### src/rtl/arb_pkg.sv
// Shared types and constants for the four-way round-robin grant responder.
// Latency: n/a (types and constants only).
// Backpressure: n/a.
package arb_pkg;

  typedef enum logic {
    IDLE  = 1'b0,
    GRANT = 1'b1
  } state_t;

  localparam int NREQ             = 4;
  localparam int ID_W             = 2;
  localparam int CNT_W            = 8;
  localparam int MAX_HOLD_DEFAULT = 16;

endpackage

### src/rtl/rr_prio_pick.sv
// Rotating-priority picker: first set request searching ptr, ptr+1, ... mod NREQ.
// Latency: purely combinational.
// Backpressure: none; result is valid whenever any request is set.
module rr_prio_pick
  import arb_pkg::*;
(
  input  logic [NREQ-1:0] req,
  input  logic [ID_W-1:0] ptr,
  output logic [NREQ-1:0] pick,
  output logic [ID_W-1:0] pick_id,
  output logic            pick_valid
);

  logic [ID_W-1:0] idx;

  // Walk the request lines starting at ptr; the ID_W-bit add wraps mod 4.
  always_comb begin
    pick       = '0;
    pick_id    = '0;
    pick_valid = 1'b0;
    idx        = '0;
    for (int i = 0; i < NREQ; i++) begin
      idx = ptr + ID_W'(i);
      if (!pick_valid && req[idx]) begin
        pick_valid = 1'b1;
        pick_id    = idx;
        pick[idx]  = 1'b1;
      end
    end
  end

endmodule

### src/rtl/rr_grant_4.sv
// Four-way round-robin grant responder, one registered one-hot grant held until release.
// Latency: grant 1 cycle after request sampled in IDLE; one idle cycle between grants.
// Backpressure: non-granted requesters simply wait; optional GRANT_TIMEOUT_EN forces release after MAX_HOLD cycles.
module rr_grant_4
  import arb_pkg::*;
#(
  parameter int MAX_HOLD = MAX_HOLD_DEFAULT
)(
  input  logic            clk,
  input  logic            rst_n,
  input  logic [NREQ-1:0] req,
  output logic [NREQ-1:0] grant,
  output logic            grant_valid,
  output logic [ID_W-1:0] grant_id,
  output logic            any_req,
  output logic            timeout
);

  // Reject out-of-range hold limits at elaboration.
  if (MAX_HOLD < 2 || MAX_HOLD > 255) begin : g_bad_max_hold
    $error("rr_grant_4: MAX_HOLD must be in 2..255");
  end

  state_t          state_q, state_d;
  logic [NREQ-1:0] grant_q, grant_d;
  logic            gv_q, gv_d;
  logic [ID_W-1:0] id_q, id_d;
  logic [ID_W-1:0] ptr_q, ptr_d;
  logic [NREQ-1:0] pick;
  logic [ID_W-1:0] pick_id;
  logic            pick_valid;
`ifdef GRANT_TIMEOUT_EN
  logic [CNT_W-1:0] cnt_q, cnt_d;
  logic             timeout_q, timeout_d;
`endif

  rr_prio_pick u_pick (
    .req        (req),
    .ptr        (ptr_q),
    .pick       (pick),
    .pick_id    (pick_id),
    .pick_valid (pick_valid)
  );

  // Next-state: grant from IDLE, hold in GRANT until holder drops (or hold limit hits).
  always_comb begin
    state_d = state_q;
    grant_d = grant_q;
    gv_d    = gv_q;
    id_d    = id_q;
    ptr_d   = ptr_q;
`ifdef GRANT_TIMEOUT_EN
    cnt_d     = cnt_q;
    timeout_d = 1'b0;
`endif
    case (state_q)
      IDLE: begin
        if (pick_valid) begin
          state_d = GRANT;
          grant_d = pick;
          gv_d    = 1'b1;
          id_d    = pick_id;
          ptr_d   = pick_id + ID_W'(1);
`ifdef GRANT_TIMEOUT_EN
          cnt_d   = '0;
`endif
        end
      end
      GRANT: begin
        if (!req[id_q]) begin
          state_d = IDLE;
          grant_d = '0;
          gv_d    = 1'b0;
          id_d    = '0;
`ifdef GRANT_TIMEOUT_EN
        end else if (cnt_q == CNT_W'(MAX_HOLD - 1)) begin
          // Holder overstayed: force release; ptr already points past it.
          state_d   = IDLE;
          grant_d   = '0;
          gv_d      = 1'b0;
          id_d      = '0;
          timeout_d = 1'b1;
        end else if (cnt_q != '1) begin
          cnt_d = cnt_q + CNT_W'(1);
`endif
        end
      end
      default: begin
        state_d = IDLE;
        grant_d = '0;
        gv_d    = 1'b0;
        id_d    = '0;
      end
    endcase
  end

  // State and output registers, cleared immediately on reset.
  always_ff @(posedge clk or negedge rst_n) begin
    if (!rst_n) begin
      state_q <= IDLE;
      grant_q <= '0;
      gv_q    <= 1'b0;
      id_q    <= '0;
      ptr_q   <= '0;
    end else begin
      state_q <= state_d;
      grant_q <= grant_d;
      gv_q    <= gv_d;
      id_q    <= id_d;
      ptr_q   <= ptr_d;
    end
  end

`ifdef GRANT_TIMEOUT_EN
  // Hold counter and one-cycle timeout pulse.
  always_ff @(posedge clk or negedge rst_n) begin
    if (!rst_n) begin
      cnt_q     <= '0;
      timeout_q <= 1'b0;
    end else begin
      cnt_q     <= cnt_d;
      timeout_q <= timeout_d;
    end
  end

  assign timeout = timeout_q;
`else
  assign timeout = 1'b0;
`endif

  assign grant       = grant_q;
  assign grant_valid = gv_q;
  assign grant_id    = id_q;
  assign any_req     = |req;

endmodule

### config.mk
export PLATFORM = sky130hd
export DESIGN_NAME = rr_grant_4
export DESIGN_NICKNAME = d
export VERILOG_FILES = /design/src/rtl/arb_pkg.sv /design/src/rtl/rr_prio_pick.sv /design/src/rtl/rr_grant_4.sv
export SDC_FILE = /design/constraint.sdc
export NUM_CORES = 1
export LEC_CHECK = 0
export CAP_MARGIN = 25
export CORE_UTILIZATION = 30
export CTS_CLUSTER_SIZE = 20
export DETAILED_ROUTE_END_ITERATION = 8
export PLACE_DENSITY_LB_ADDON = 0.05
export SYNTH_ARGS = -nofsm -noshare
export SYNTH_HDL_FRONTEND = slang
export SYNTH_SLANG_ARGS = --single-unit
export TNS_END_PERCENT = 10
### constraint.sdc
create_clock -name clk -period 2.61 [get_ports clk]
set_clock_uncertainty 0.1 [all_clocks]
set_input_delay 0.3915 -clock clk [delete_from_list [all_inputs] [get_ports clk]]
set_output_delay 0.3915 -clock clk [all_outputs]
set_load 0.005 [all_outputs]
==> reports/summary.txt <==
=======================================================================================
Congestion Overflow GR ...................................................            0
F_max ....................................................................    415.1 MHz
Synthesized area per cell ................................................   9.471 um^2
PwrDens .................................................................. 1185 mW/mm^2
Warnings, synthesis ......................................................            0
RSZ-0062 raised after global routing .....................................        false
DRT Pass-1 Iters .........................................................            4
Ports ....................................................................           15
Instance area after placement ............................................ 0.001031 mm^2
Clock tree sinks .........................................................           10
Full die area ............................................................ 0.003157 mm^2
Post CTS Setup Buffer Count ..............................................            0
Capture instance of the worst register-to-register path ..................     grant[1]
Required time of the worst setup path ....................................      2.12 ns
Cell total after placement ...............................................          136
Effective utilization at floorplan .......................................       0.3194
Worst Reg-to-Reg Cells ...................................................            7
Static leakage ...........................................................    0.4734 nW
Synthesized flop and latch total .........................................           10
Via count of the routed design ...........................................          742
Cell at the root of the clock tree .......................................     clkbuf_4
Antenna violations before repair .........................................            0
PortBufs .................................................................           13
CTS tree .................................................................        built
Count of max-cap constraint violations ...................................            0
Clock period minus worst slack ...........................................     2.409 ns
Pin count of the biggest net entering global routing .....................           17
Number of antenna-violating nets in the routed design ....................            0
Worst endpoint data arrival time .........................................      1.92 ns
Post-route clock period utilization ......................................       0.9231
Area of the multi-input gates ............................................   551.8 um^2
Maximum root-to-sink buffer count ........................................            2
Total routing resource utilization after global routing ..................       0.1405
Cell Count, Final, Fillers Out ...........................................          140
Syn-to-layout area delta .................................................       21.16%
Inserted Diodes ..........................................................            0
Slew Limit Fails .........................................................            0
Number of instances in the synthesized netlist ...........................           93
Core area ................................................................ 0.002758 mm^2
Final-layout fill cell count .............................................          280
Final hold vios ..........................................................            0
Setup CP Type ............................................................       in2out
DRC ......................................................................            0
Syn Nets .................................................................          106
HP Class .................................................................     in2async
Area taken by flip-flops and latches .....................................   250.2 um^2
Detailed-placement wirelength estimate ...................................      1492 um
Post-layout net count ....................................................          123
Chip Height ..............................................................     56.19 um
Number of violations reported at the end of detailed-routing iteration 0 .           23
Number of global-route vias before repair ................................          705
Reg-to-reg critical path startpoint ......................................     ptr_q[1]
Vias per cell ............................................................        5.300
Post-cts sizing count ....................................................            0
Post-Route Setup TNS .....................................................         0 ns
Wire length of the first global-routing pass .............................      3422 um
H-Tree Level Count .......................................................            1
Final weighted congestion in routability-driven placement ................       0.7227
Quantity of hold-fixing buffers added after cts ..........................            0
Inserted Clock Buffers ...................................................            3
Clock latency at the later pin of the worst-skew pair ....................      0.26 ns
Top fanout value on the critical path ....................................           10
CP startpoint ............................................................       req[1]
Overall power after layout ...............................................     1.265 mW
Routed wire length .......................................................      1948 um
Synthesized area .........................................................   880.8 um^2
WL/cell ..................................................................     13.91 um
Cell area after layout ................................................... 0.001067 mm^2
Clock transition at the registers of the reported paths ..................      0.06 ns
Ratio of cells with drive above 1 in the final layout ....................       0.1560
Sort of element at the start of the critical path ........................   input port
Result of the run ........................................................    completed
Layout Utilization .......................................................       0.3870
Library cells used by synthesis ..........................................           32
Final-report setup violation count .......................................            0
Seq/Total Area, Yosys ....................................................       0.2841
Internal reg-to-reg setup slack ..........................................      0.44 ns
Peak supply drop .........................................................  0.0005478 V
Kind of capture point of the worst setup path ............................  output port
Placement Rows ...........................................................           19
Horizontal die dimension .................................................     56.19 um
=======================================================================================
[state kept, by name, summed over array words and instances (netlist names)]
name,count
grant_valid,1
ptr_q,2
state_q,1
grant,4
grant_id,2
[per-stage QoR]
stage / setup slack [ns] / hold WS (ns)
floorplan: 0.1831 / -0.004091
CTS: 0.1759 / 0.3513
detailed placement: 0.1257 / 0.3748
global route: 0.03022 / 0.3701
finish: 0.2008 / 0.3496
global placement: 0.1577 / 0.3722
[how the worst max path moves through the flow]
stage	slack, ns	end	cells past startpoint
after detailed placement	0.13	grant[2]	7
after CTS	0.18	any_req	4
after global routing	0.03	any_req	4
after global placement	0.16	grant[2]	7
final	0.20	any_req	4
after floorplan	0.18	ptr_q[1]	10
[metal layers]
| metal | vias up | global-route usage | wire length (um) |
|---|---|---|---|
| li1 | 367 | - | - |
| met1 | 354 | 0.1945 | 999 |
| met2 | 19 | 0.2160 | 878 |
| met3 | 2 | 0.04186 | 56 |
| met4 | 0 | 0.03136 | 13 |
| met5 | - | 0 | 0 |
[area by class of cell]
type                       count  share of cell area
clock buffer                   4             0.03400
tap                           31             0.03634
timing repair buffer          19              0.1641
multi-input combinational     72              0.5170
inverter                       4             0.01407
sequential                    10              0.2345
[critical path, stage by stage]
cell and delay, ns:
clkdlybuf4s50_1 0.56, nor4_1 0.44, inv_1 0.08, clkdlybuf4s50_1 0.45
[synth_stat cells]
cell	instances	area share
o21ai_1	6	0.034
buf_4	2	0.017
clkbuf_1	1	0.0043
nor4_1	1	0.0071
nor3b_1	2	0.017
a22oi_1	4	0.034
inv_1	4	0.017
a21oi_1	2	0.011
o31a_4	1	0.020
nor2_1	13	0.055
conb_1	1	0.0043
nand2b_1	1	0.0071
mux4_1	1	0.030
o21ai_0	2	0.011
ha_1	7	0.099
nor2b_4	1	0.016
nor2b_1	1	0.0071
xnor2_1	1	0.0099
and3b_2	1	0.011
mux4_2	2	0.051
nor3_1	3	0.017
a21o_1	1	0.0085
mux2i_1	3	0.034
mux2i_4	1	0.026
a221oi_1	4	0.040
and3b_1	1	0.0099
a211oi_1	1	0.0085
o21ai_2	1	0.0099
o211ai_1	1	0.0085
dfrtp_1	10	0.28
buf_6	4	0.051
nand2_1	9	0.038
[layout by cell type, fill, tap and decap left out]
cell,n
a211oi_1,1
a21o_1,1
a21oi_1,2
a221oi_1,4
a22oi_1,4
and3b_1,1
and3b_2,1
buf_4,6
clkbuf_4,3
clkbuf_8,1
clkdlybuf4s50_1,13
conb_1,1
dfrtp_1,10
ha_1,7
inv_1,4
mux2i_1,3
mux2i_4,1
mux4_1,1
mux4_2,2
nand2_1,9
nand2b_1,1
nor2_1,13
nor2b_1,1
nor2b_4,1
nor3_1,3
nor3b_1,2
nor4_1,1
o211ai_1,1
o21ai_0,2
o21ai_1,6
o21ai_2,1
o31a_4,1
xnor2_1,1
[power breakdown]
| part | leakage (nW) | internal [mW] | total [mW] | switching (mW) |
|---|---|---|---|---|
| sequential | 0.125 | 0.220 | 0.259 | 0.0392 |
| combinational | 0.327 | 0.410 | 0.869 | 0.459 |
| clock | 0.0210 | 0.0846 | 0.137 | 0.0523 |
| total | 0.473 | 0.715 | 1.26 | 0.550 |
[logic make-up after synthesis]
kind of cell             after synthesis  synth area share
buffers and inverters                 11           0.08947
XOR/XNOR                               1          0.009945
AND/OR/NAND/NOR                       33            0.1861
other                                  1          0.004257
flip-flops                            10            0.2841
adder cells (fa/ha/maj)                7           0.09943
multiplexers                           7            0.1406
AO/OA/AOI/OAI                         23            0.1861
Note: power is estimated with default switching activity, not from simulation.
